==> src/rtl/adder_result_accumulator.sv <==
// Burst accumulator for adder results: sums COUNT beats (or a flushed partial burst) and holds the result on a valid/ready output.
// Optional build macro ACC_SATURATE_EN: clamp the accumulator at 2^ACC_W-1 instead of wrapping.
module adder_result_accumulator #(
  parameter int WIDTH = 8,
  parameter int COUNT = 4,
  parameter int ACC_W = 10,
  parameter int CNT_W = 3
) (
  input  logic             clk,
  input  logic             rst,
  input  logic             in_valid,
  output logic             in_ready,
  input  logic [WIDTH-1:0] in_data,
  input  logic             flush,
  output logic             out_valid,
  input  logic             out_ready,
  output logic [ACC_W-1:0] out_sum,
  output logic [CNT_W-1:0] out_count,
  output logic             out_ovf
);

  typedef enum logic {ACCUM, HOLD} state_t;

  localparam logic [CNT_W-1:0] LAST_CNT = CNT_W'(COUNT - 1);

  state_t           state_q, state_d;
  logic [ACC_W-1:0] acc_q, acc_d;
  logic [CNT_W-1:0] cnt_q, cnt_d;
  logic             ovf_q, ovf_d;
  logic             out_valid_q, out_valid_d;
  logic [ACC_W-1:0] out_sum_q, out_sum_d;
  logic [CNT_W-1:0] out_count_q, out_count_d;
  logic             out_ovf_q, out_ovf_d;

  logic             beat;
  logic [ACC_W:0]   sum_ext;
  logic             carry;
  logic [ACC_W-1:0] acc_add;
  logic [ACC_W-1:0] acc_nx;
  logic [CNT_W-1:0] cnt_nx;
  logic             ovf_nx;
  logic             done;

  // in_ready depends only on the state register (and reset), never on out_ready
  assign in_ready  = (state_q == ACCUM) && !rst;
  assign out_valid = out_valid_q;
  assign out_sum   = out_sum_q;
  assign out_count = out_count_q;
  assign out_ovf   = out_ovf_q;

  always_comb begin
    beat    = in_valid && in_ready;
    sum_ext = {1'b0, acc_q} + (ACC_W + 1)'(in_data);
    carry   = sum_ext[ACC_W];
`ifdef ACC_SATURATE_EN
    acc_add = (carry || ovf_q) ? {ACC_W{1'b1}} : sum_ext[ACC_W-1:0];
`else
    acc_add = sum_ext[ACC_W-1:0];
`endif
    acc_nx  = beat ? acc_add : acc_q;
    ovf_nx  = ovf_q | (beat & carry);
    cnt_nx  = cnt_q + CNT_W'(beat);
    // A flush only closes the burst if at least one beat (including this cycle's) is in it
    done    = (state_q == ACCUM) &&
              ((beat && (cnt_q == LAST_CNT)) || (flush && (cnt_nx != '0)));

    state_d     = state_q;
    acc_d       = acc_q;
    cnt_d       = cnt_q;
    ovf_d       = ovf_q;
    out_valid_d = out_valid_q;
    out_sum_d   = out_sum_q;
    out_count_d = out_count_q;
    out_ovf_d   = out_ovf_q;

    case (state_q)
      ACCUM: begin
        acc_d = acc_nx;
        cnt_d = cnt_nx;
        ovf_d = ovf_nx;
        if (done) begin
          state_d     = HOLD;
          out_valid_d = 1'b1;
          out_sum_d   = acc_nx;
          out_count_d = cnt_nx;
          out_ovf_d   = ovf_nx;
        end
      end
      HOLD: begin
        if (out_ready) begin
          state_d     = ACCUM;
          out_valid_d = 1'b0;
          acc_d       = '0;
          cnt_d       = '0;
          ovf_d       = 1'b0;
        end
      end
      default: state_d = ACCUM;
    endcase
  end

  always_ff @(posedge clk) begin
    if (rst) begin
      state_q     <= ACCUM;
      acc_q       <= '0;
      cnt_q       <= '0;
      ovf_q       <= 1'b0;
      out_valid_q <= 1'b0;
      out_sum_q   <= '0;
      out_count_q <= '0;
      out_ovf_q   <= 1'b0;
    end else begin
      state_q     <= state_d;
      acc_q       <= acc_d;
      cnt_q       <= cnt_d;
      ovf_q       <= ovf_d;
      out_valid_q <= out_valid_d;
      out_sum_q   <= out_sum_d;
      out_count_q <= out_count_d;
      out_ovf_q   <= out_ovf_d;
    end
  end

endmodule
==> config.mk <==
export PLATFORM = sky130hd
export DESIGN_NAME = adder_result_accumulator
export DESIGN_NICKNAME = d
export VERILOG_FILES = /design/src/rtl/adder_result_accumulator.sv
export SDC_FILE = /design/constraint.sdc
export NUM_CORES = 1
export LEC_CHECK = 0
export ABC_AREA = 1
export CELL_PAD_IN_SITES_DETAIL_PLACEMENT = 1
export CELL_PAD_IN_SITES_GLOBAL_PLACEMENT = 2
export CORE_MARGIN = 3
export CORE_UTILIZATION = 26
export CTS_CLUSTER_SIZE = 20
export DETAILED_ROUTE_END_ITERATION = 8
export GPL_TIMING_DRIVEN = 0
export HOLD_SLACK_MARGIN = 0.12
export PLACE_DENSITY = 0.8
export SYNTH_ARGS = -nofsm -noshare
export SYNTH_HDL_FRONTEND = slang
export SYNTH_SLANG_ARGS = --single-unit
export TNS_END_PERCENT = 5
==> constraint.sdc <==
create_clock -name clk -period 2 [get_ports clk]
set_clock_uncertainty 0.2 [all_clocks]
set_input_delay 0.3 -clock clk [delete_from_list [all_inputs] [get_ports clk]]
set_output_delay 0.3 -clock clk [all_outputs]
set_load 0.01 [all_outputs]
==> metrics.txt, run 1 <==
# TYPE chip_impl_metric gauge
chip_impl_metric{name="synth_to_layout_area_growth",unit="%"} 51.8
chip_impl_metric{name="period_share",unit=""} 1.08
chip_impl_metric{name="synth_cells",unit=""} 243
chip_impl_metric{name="synth-warning-count",unit=""} 0
chip_impl_metric{name="antenna_found_initial",unit=""} 0
chip_impl_metric{name="floorplan.io_pins",unit=""} 29
chip_impl_metric{name="ys_ff_latch",unit=""} 30
chip_impl_info{name="path_class",value="reg2reg"} 1
chip_impl_info{name="post-synth-top-count-cell",value="sky130_fd_sc_hd__nand2_1"} 1
chip_impl_metric{name="route.antenna.remaining_nets",unit=""} 0
chip_impl_metric{name="final-hold-violation-count",unit=""} 0
chip_impl_info{name="holdCritPathClass",value="in2reg"} 1
chip_impl_metric{name="synthesized_netlist_net_count",unit=""} 267
chip_impl_metric{name="diodes",unit=""} 0
chip_impl_metric{name="global_route.usage.met3",unit=""} 0.0307
chip_impl_info{name="global_route.peak_usage_layer",value="met2"} 1
chip_impl_metric{name="netlist.area_leader.share",unit=""} 0.361
chip_impl_metric{name="relSlewSlack",unit=""} 0.704
chip_impl_metric{name="numCtsBuffers",unit=""} 5
chip_impl_metric{name="clock-sinks",unit=""} 30
chip_impl_info{name="timing.critical_path.from_type",value="register"} 1
chip_impl_metric{name="holdBufCountCts",unit=""} 0
chip_impl_metric{name="synth_sequential_area_ratio",unit=""} 0.361
chip_impl_metric{name="layout-drive-gt1-share",unit=""} 0.258
chip_impl_metric{name="number_of_synthesized_flops_with_an_enable_pin",unit=""} 0
chip_impl_metric{name="period_needed",unit="ns"} 2.16
chip_impl_metric{name="grtUsageTotal",unit=""} 0.145
chip_impl_metric{name="wire_per_inst",unit="um"} 13.4
chip_impl_metric{name="total_leakage_power",unit="uW"} 0.00110
chip_impl_metric{name="routabilityCongestion",unit=""} 0.700
chip_impl_metric{name="worst_setup_hold_path_clk_slew",unit="ns"} 0.07
chip_impl_metric{name="final_max_slew_viol_count",unit=""} 0
chip_impl_metric{name="post-route-cell-area",unit="um^2"} 2530
chip_impl_metric{name="finalCoreUtilization",unit=""} 0.417
chip_impl_info{name="synth_area_leaders",value="sky130_fd_sc_hd__dfxtp_1 36%, sky130_fd_sc_hd__nand2_1 16%, sky130_fd_sc_hd__ha_1 7.5%"} 1
chip_impl_metric{name="critical_path_buf_inv_count",unit=""} 5
chip_impl_metric{name="power_density",unit="nW/um^2"} 699
chip_impl_info{name="cp_cell_sequence",value="inv_6, nand2_8, nor2_4, buf_6, ha_4, ha_4, xnor2_4, nand3_2, nand2_2, nand2_2, nand2_4, inv_8, buf_6, nor2_2, nor2_1, nand2_1, inv_1"} 1
chip_impl_metric{name="placement.io_buffers",unit=""} 28
chip_impl_metric{name="first_global_vias",unit=""} 1805
chip_impl_metric{name="asyncSetResetFlopFracSynth",unit=""} 0
chip_impl_metric{name="design.core.area",unit="um^2"} 6060
chip_impl_metric{name="floorplan.die.height",unit="um"} 86.0
chip_impl_metric{name="worstPathArrival",unit="ns"} 2.14
chip_impl_metric{name="insertion_delay",unit="ns"} 0.28
chip_impl_metric{name="critPathRequiredTime",unit="ns"} 1.98
chip_impl_metric{name="final_cell_count_without_fillers",unit=""} 370
chip_impl_metric{name="number_of_setup_violations_in_the_final_report",unit=""} 16
chip_impl_metric{name="gr-total-overflow",unit=""} 0
chip_impl_info{name="top_flip_flop_cell_by_instance_count_after_synthesis",value="sky130_fd_sc_hd__dfxtp_1"} 1
chip_impl_info{name="grt_setup_unrepaired",value="true"} 1
chip_impl_metric{name="total_chip_power",unit="uW"} 1770
chip_impl_info{name="tritoncts",value="done"} 1
chip_impl_metric{name="starting_density_of_the_core",unit=""} 0.275
chip_impl_metric{name="final.fill_count",unit=""} 746
chip_impl_metric{name="htree_num_levels",unit=""} 2
chip_impl_info{name="ys_top_cells_by_count",value="72 x sky130_fd_sc_hd__nand2_1, 33 x sky130_fd_sc_hd__inv_1, 30 x sky130_fd_sc_hd__dfxtp_1"} 1
chip_impl_info{name="critical_path.top_delay_family",value="simple AND/OR/NAND/NOR gates"} 1
chip_impl_metric{name="postPlaceCellArea",unit="um^2"} 2090
chip_impl_metric{name="core.rowCount",unit=""} 28
chip_impl_info{name="crit_path_end_kind",value="register"} 1
chip_impl_metric{name="cp_slowest_stage_delay",unit="ns"} 0.37
chip_impl_metric{name="cts.path.max_buffers",unit=""} 2
chip_impl_metric{name="worst_slew_pin_slew",unit="ns"} 0.444
chip_impl_metric{name="setup_ws_final",unit="ns"} -0.156
chip_impl_info{name="timing.critical_path.slowest_stage_cell",value="sky130_fd_sc_hd__dfxtp_4"} 1
chip_impl_metric{name="worstPathMaxFanout",unit=""} 5
chip_impl_metric{name="routed_via_count",unit=""} 1714
chip_impl_metric{name="grt.met2_usage",unit=""} 0.246
chip_impl_metric{name="met1_track_utilization_from_global_routing",unit=""} 0.189
chip_impl_metric{name="drt-vias-per-instance",unit=""} 4.63
chip_impl_metric{name="total_die_area",unit="um^2"} 7400
chip_impl_metric{name="nets",unit=""} 319
chip_impl_metric{name="synthesized_area_divided_by_synthesized_cell_count",unit="um^2"} 6.85
chip_impl_metric{name="die-width",unit="um"} 86.0
chip_impl_metric{name="fmax",unit="MHz"} 464
chip_impl_metric{name="grt_max_degree",unit=""} 11
chip_impl_metric{name="yosys.cell_types.count",unit=""} 27
chip_impl_metric{name="max-vdd-ir-drop",unit="mV"} 0.397
chip_impl_metric{name="routed_wirelength",unit="um"} 4980
chip_impl_info{name="cell_type_with_the_largest_total_area_after_synthesis",value="sky130_fd_sc_hd__dfxtp_1"} 1
chip_impl_metric{name="synth.cell_area",unit="um^2"} 1670
chip_impl_info{name="run_status",value="finished with violations"} 1
chip_impl_metric{name="place_ws",unit="ns"} -0.949
chip_impl_info{name="cts-root-buf",value="sky130_fd_sc_hd__clkbuf_8"} 1
chip_impl_metric{name="placed_instance_count",unit=""} 346
chip_impl_metric{name="dr.pass1.iters",unit=""} 4
chip_impl_metric{name="place.detailed.hpwl",unit="um"} 3490
chip_impl_info{name="violations",value="setup timing"} 1
chip_impl_metric{name="route.detailed.drc",unit=""} 0
chip_impl_metric{name="drt_iter0_markers",unit=""} 60
chip_impl_metric{name="cap_violations",unit=""} 0
chip_impl_metric{name="grt_pass1_wl",unit="um"} 8580
## worst reg2reg max path, cell delays in order (launching register included)
cell and delay, ns:
sky130_fd_sc_hd__dfxtp_4 0.37, sky130_fd_sc_hd__inv_6 0.04, sky130_fd_sc_hd__nand2_8 0.07, sky130_fd_sc_hd__nor2_4 0.04, sky130_fd_sc_hd__buf_6 0.11, sky130_fd_sc_hd__ha_4 0.15, sky130_fd_sc_hd__ha_4 0.17, sky130_fd_sc_hd__xnor2_4 0.15
sky130_fd_sc_hd__nand3_2 0.09, sky130_fd_sc_hd__nand2_2 0.07, sky130_fd_sc_hd__nand2_2 0.06, sky130_fd_sc_hd__nand2_4 0.10, sky130_fd_sc_hd__inv_8 0.06, sky130_fd_sc_hd__buf_6 0.13, sky130_fd_sc_hd__nor2_2 0.09, sky130_fd_sc_hd__nor2_1 0.05
sky130_fd_sc_hd__nand2_1 0.07, sky130_fd_sc_hd__inv_1 0.03
## layer usage
layer / up-vias / wire length [um]
met5: - / 0
met3: 4 / 132
li1: 880 / -
met2: 21 / 2510
met1: 809 / 2300
met4: 0 / 36
## layout make-up
type | count | area [um^2] | share of cell area
plain buffers | 5 | 50.0 | 0.0198
flip-flops and latches | 30 | 606 | 0.239
multi-input cells | 172 | 1110 | 0.439
clock buffers | 5 | 68.8 | 0.0272
well taps | 75 | 93.8 | 0.0371
inverters | 36 | 153 | 0.0604
repair buffers | 45 | 438 | 0.173
clock inverters | 2 | 10.0 | 0.00396
## path summary, 6_finish.rpt
path,startpoint,endpoint,slack (ns),cells past startpoint
setup / recovery,state_q$_SDFF_PP0_,out_sum[8]$_SDFFE_PP0P_,-0.16,17
hold / removal,rst,out_valid$_SDFFE_PP0P_,0.20,3
setup reg to reg,state_q$_SDFF_PP0_,out_sum[8]$_SDFFE_PP0P_,-0.16,17
hold reg to reg,ovf_q$_SDFFE_PP0P_,ovf_q$_SDFFE_PP0P_,0.27,2
## metrics by stage
| step | hold slack [ns] | setup TNS (ns) |
|---|---|---|
| 2_1_floorplan | 0.245 | -0.579 |
| 5_1_grt | 0.225 | -4.07 |
| 3_5_place_dp | 0.267 | -19.44 |
| 4_1_cts | 0.277 | -1.20 |
| 6_report | 0.196 | -1.71 |
| 3_3_place_gp | 0.252 | -18.68 |
## flip-flops by register name (all words and copies together), names as in the netlist
register and flops:
acc_q 10, cnt_q 3, out_count 3, out_ovf 1, out_sum 10, out_valid 1, ovf_q 1, state_q 1
## report_power, final
part           internal, uW  leakage [uW]  switching, uW  total [uW]
sequential              659      0.000246           51.7         711
combinational           295      0.000810            302         597
clock                   233     0.0000438            227         460
total                  1190       0.00110            581        1770
## kinds of logic (layout without fill, tap and decap cells)
family                   Yosys count  in the layout  synth area share
AND/OR/NAND/NOR                  115            115             0.292
AO/OA/AOI/OAI                     41             41             0.131
buffers and inverters             41             93             0.104
flip-flops                        30             30             0.361
adder cells (fa/ha/maj)           11             11            0.0872
XOR/XNOR                           5              5            0.0263
## layout by cell type, fill, tap and decap left out, drive strengths merged, types with 2 or more instances in the layout
master and count:
nand3 15, inv 36, buf 21, clkbuf 7, nand2 74, nor2 22, a21oi 17, clkinv 2
dlygate4sd2 3, xnor2 2, o22ai 4, o21ai 17, clkdlybuf4s50 24, nand4 2, o21a 2, dfxtp 30
xor2 3, ha 10
## what timing repair did
| item | CTS | global route |
|---|---|---|
| pin swaps | 24 | 7 |
| endpoints found under the setup margin | 23 | 27 |
| setup buffers | 14 | 2 |
| gates resized for setup | 41 | 22 |
| cloned | 1 | 0 |
No activity file was read; power rests on OpenSTA's default activity.
==> inputs of run 2 (changes only) <==
--- a/config.mk
+++ b/config.mk
@@ -12,7 +12,6 @@
 export CORE_UTILIZATION = 26
 export CTS_CLUSTER_SIZE = 20
 export DETAILED_ROUTE_END_ITERATION = 8
-export GPL_TIMING_DRIVEN = 0
 export HOLD_SLACK_MARGIN = 0.12
 export PLACE_DENSITY = 0.8
 export SYNTH_ARGS = -nofsm -noshare
==> run 2 against run 1 <==
Compared with the run above:
- the flow now finishes without violations
- maximum frequency grew 10%
- count of clock-buffer cells in the layout rose by 2
- global-route usage is 0.86 points lower
- flip-flop and latch count unchanged
- sequential share of layout area fell by 0.12 points
- largest cell class unchanged
- highest routed layer unchanged
==> metrics.txt, run 2 (synthesized netlist as in run 1, its figures left out) <==
# TYPE chip_impl_metric gauge
chip_impl_info{name="run_status",value="finished, final reports clean"} 1
chip_impl_metric{name="final_cell_count_without_fillers",unit=""} 381
chip_impl_metric{name="clock-sinks",unit=""} 30
chip_impl_metric{name="worst_setup_hold_path_clk_slew",unit="ns"} 0.07
chip_impl_metric{name="dr.pass1.iters",unit=""} 4
chip_impl_info{name="global_route.peak_usage_layer",value="met2"} 1
chip_impl_metric{name="cap_violations",unit=""} 0
chip_impl_metric{name="gr-total-overflow",unit=""} 0
chip_impl_metric{name="floorplan.die.height",unit="um"} 86.0
chip_impl_info{name="tritoncts",value="done"} 1
chip_impl_metric{name="switching_share",unit=""} 0.321
chip_impl_metric{name="route.detailed.drc",unit=""} 0
chip_impl_info{name="cts-root-buf",value="sky130_fd_sc_hd__clkbuf_8"} 1
chip_impl_metric{name="synth_to_layout_area_growth",unit="%"} 52.0
chip_impl_metric{name="placed_instance_count",unit=""} 369
chip_impl_metric{name="sequentialPowerShare",unit=""} 0.390
chip_impl_metric{name="floorplan.io_pins",unit=""} 29
chip_impl_metric{name="grt.met2_usage",unit=""} 0.227
chip_impl_metric{name="intPower",unit="uW"} 1230
chip_impl_metric{name="period_share",unit=""} 0.976
chip_impl_metric{name="worstPathArrival",unit="ns"} 1.93
chip_impl_metric{name="clkPwrFrac",unit=""} 0.281
chip_impl_info{name="timing.critical_path.slowest_stage_cell",value="sky130_fd_sc_hd__dfxtp_2"} 1
chip_impl_metric{name="final-hold-violation-count",unit=""} 0
chip_impl_metric{name="route.antenna.remaining_nets",unit=""} 0
chip_impl_info{name="crit_path_end_kind",value="register"} 1
chip_impl_metric{name="final.fill_count",unit=""} 756
chip_impl_metric{name="cp_slowest_stage_delay",unit="ns"} 0.33
chip_impl_metric{name="first_global_vias",unit=""} 1767
chip_impl_metric{name="ff_latch_area",unit="um^2"} 603
chip_impl_metric{name="total_die_area",unit="um^2"} 7400
chip_impl_metric{name="numCtsBuffers",unit=""} 5
chip_impl_metric{name="worstPathMaxFanout",unit=""} 5
chip_impl_metric{name="relSlewSlack",unit=""} 0.792
chip_impl_metric{name="design.core.area",unit="um^2"} 6060
chip_impl_metric{name="max-vdd-ir-drop",unit="mV"} 0.433
chip_impl_metric{name="total_leakage_power",unit="uW"} 0.00117
chip_impl_metric{name="nets",unit=""} 329
chip_impl_metric{name="layout-drive-gt1-share",unit=""} 0.252
chip_impl_metric{name="post-route-cell-area",unit="um^2"} 2530
chip_impl_metric{name="met1_track_utilization_from_global_routing",unit=""} 0.178
chip_impl_metric{name="insertion_delay",unit="ns"} 0.28
chip_impl_info{name="holdCritPathClass",value="reg2reg"} 1
chip_impl_info{name="cp_cell_sequence",value="inv_4, nand2_4, nor2_4, ha_4, ha_4, xnor2_2, nand3_1, nand2_1, nand2_2, nand2_8, buf_4, a21oi_1, o21ai_1, inv_1"} 1
chip_impl_metric{name="fmax",unit="MHz"} 512
chip_impl_metric{name="drt-vias-per-instance",unit=""} 4.60
chip_impl_metric{name="period_needed",unit="ns"} 1.95
chip_impl_metric{name="worst_slew_pin_slew",unit="ns"} 0.311
chip_impl_info{name="mostFrequentLayoutCell",value="sky130_fd_sc_hd__nand2_1"} 1
chip_impl_metric{name="wire_per_inst",unit="um"} 13.3
chip_impl_metric{name="grtUsageTotal",unit=""} 0.136
chip_impl_metric{name="global_route.usage.met3",unit=""} 0.0327
chip_impl_metric{name="routabilityCongestion",unit=""} 0.720
chip_impl_info{name="timing.critical_path.from_type",value="register"} 1
chip_impl_metric{name="routed_wirelength",unit="um"} 5060
chip_impl_metric{name="placement.io_buffers",unit=""} 28
chip_impl_metric{name="cts.path.max_buffers",unit=""} 2
chip_impl_info{name="layout.cells.most_common_list",value="68 x sky130_fd_sc_hd__nand2_1, 29 x sky130_fd_sc_hd__inv_1, 28 x sky130_fd_sc_hd__dfxtp_1, 28 x sky130_fd_sc_hd__buf_4, 23 x sky130_fd_sc_hd__clkdlybuf4s50_1"} 1
chip_impl_metric{name="final_max_slew_viol_count",unit=""} 0
chip_impl_metric{name="critPathRequiredTime",unit="ns"} 1.98
chip_impl_info{name="grt_setup_unrepaired",value="true"} 1
chip_impl_metric{name="r2r_slack",unit="ns"} 0.05
chip_impl_metric{name="antenna_found_initial",unit=""} 0
chip_impl_metric{name="routed_via_count",unit=""} 1752
chip_impl_metric{name="diodes",unit=""} 0
chip_impl_metric{name="starting_density_of_the_core",unit=""} 0.275
chip_impl_metric{name="power_density",unit="nW/um^2"} 715
chip_impl_metric{name="core.rowCount",unit=""} 28
chip_impl_metric{name="grt_pass1_wl",unit="um"} 8060
chip_impl_metric{name="grt_max_degree",unit=""} 26
chip_impl_metric{name="postPlaceCellArea",unit="um^2"} 2270
chip_impl_metric{name="power_switching",unit="uW"} 580
chip_impl_metric{name="place.detailed.hpwl",unit="um"} 3640
chip_impl_metric{name="htree_num_levels",unit=""} 2
chip_impl_metric{name="multi_input_comb_area",unit="um^2"} 1050
chip_impl_metric{name="pwr-share-comb",unit=""} 0.330
chip_impl_metric{name="die-width",unit="um"} 86.0
chip_impl_info{name="path_class",value="reg2reg"} 1
chip_impl_metric{name="drt_iter0_markers",unit=""} 64
chip_impl_metric{name="setup_total_negative_slack",unit="ns"} 0
chip_impl_metric{name="holdBufCountCts",unit=""} 0
chip_impl_metric{name="number_of_setup_violations_in_the_final_report",unit=""} 0
chip_impl_info{name="timing.critical_path.mode_cell",value="sky130_fd_sc_hd__ha_4"} 1
[run 2: cell count changes in the layout (fill, tap and decap cells not counted), sizes merged]
cell,before,now
dlygate4sd2,3,2
inv,36,37
dlymetal6s2s,0,3
clkdlybuf4s50,24,23
buf,21,30
[run 2: path summary, 6_finish.rpt]
check                          from                       to  cells past startpoint
min          out_valid$_SDFFE_PP0P_   out_valid$_SDFFE_PP0P_                      1
max              state_q$_SDFF_PP0_  out_sum[9]$_SDFFE_PP0P_                     14
min reg2reg  out_valid$_SDFFE_PP0P_   out_valid$_SDFFE_PP0P_                      1
max reg2reg      state_q$_SDFF_PP0_  out_sum[9]$_SDFFE_PP0P_                     14
[run 2: what timing repair did]
action / CTS / global route
endpoints found under the setup margin: 21 / 23
pin swaps: 1 / 14
cloned: 0 / 2
setup buffers: 0 / 2
resized for setup: 9 / 34
[run 2: per-stage QoR]
| stage | power [uW] | utilization | setup slack (ns) | hold WS (ns) |
|---|---|---|---|---|
| after floorplan | 996 | - | -0.0721 | 0.245 |
| after global placement | 1230 | 0.374 | -0.477 | 0.254 |
| after detailed placement | 1240 | 0.374 | -0.529 | 0.260 |
| after CTS | 1760 | 0.391 | -0.0620 | 0.278 |
| after global routing | 1930 | 0.418 | -0.0759 | 0.306 |
| final | 1810 | 0.418 | 0.0479 | 0.270 |
[run 2: power groups by stage]
stage | Combinational (uW) | Sequential [uW] | Clock, uW
finish | 596 | 705 | 507
global route | 665 | 713 | 547
CTS | 541 | 700 | 519
detailed placement | 531 | 712 | 0
global placement | 521 | 710 | 0
floorplan | 273 | 723 | 0
[run 2: routing by layer]
metal  routed length, um  share of wire
met4                  31         0.0061
met5                   0              0
met2                2480           0.49
met1                2410           0.48
met3                 132          0.026
[run 2: worst max-delay path: cells and delay by family, from the launching register on]
| kind | cells | cell delay (ns) |
|---|---|---|
| xor+xnor | 1 | 0.10 |
| buf+inv | 3 | 0.25 |
| simple gates | 6 | 0.54 |
| fa+ha+maj | 2 | 0.27 |
| compound gates | 2 | 0.13 |
| flops | 1 | 0.33 |
[run 2: area by class of cell]
class,count,area share
Multi-Input combinational cell,172,0.413
Sequential cell,30,0.238
Inverter,36,0.0603
Timing Repair Buffer,58,0.208
Timing Repair inverter,2,0.00692
Clock inverter,1,0.00198
Clock buffer,7,0.0341
Tap cell,75,0.0371
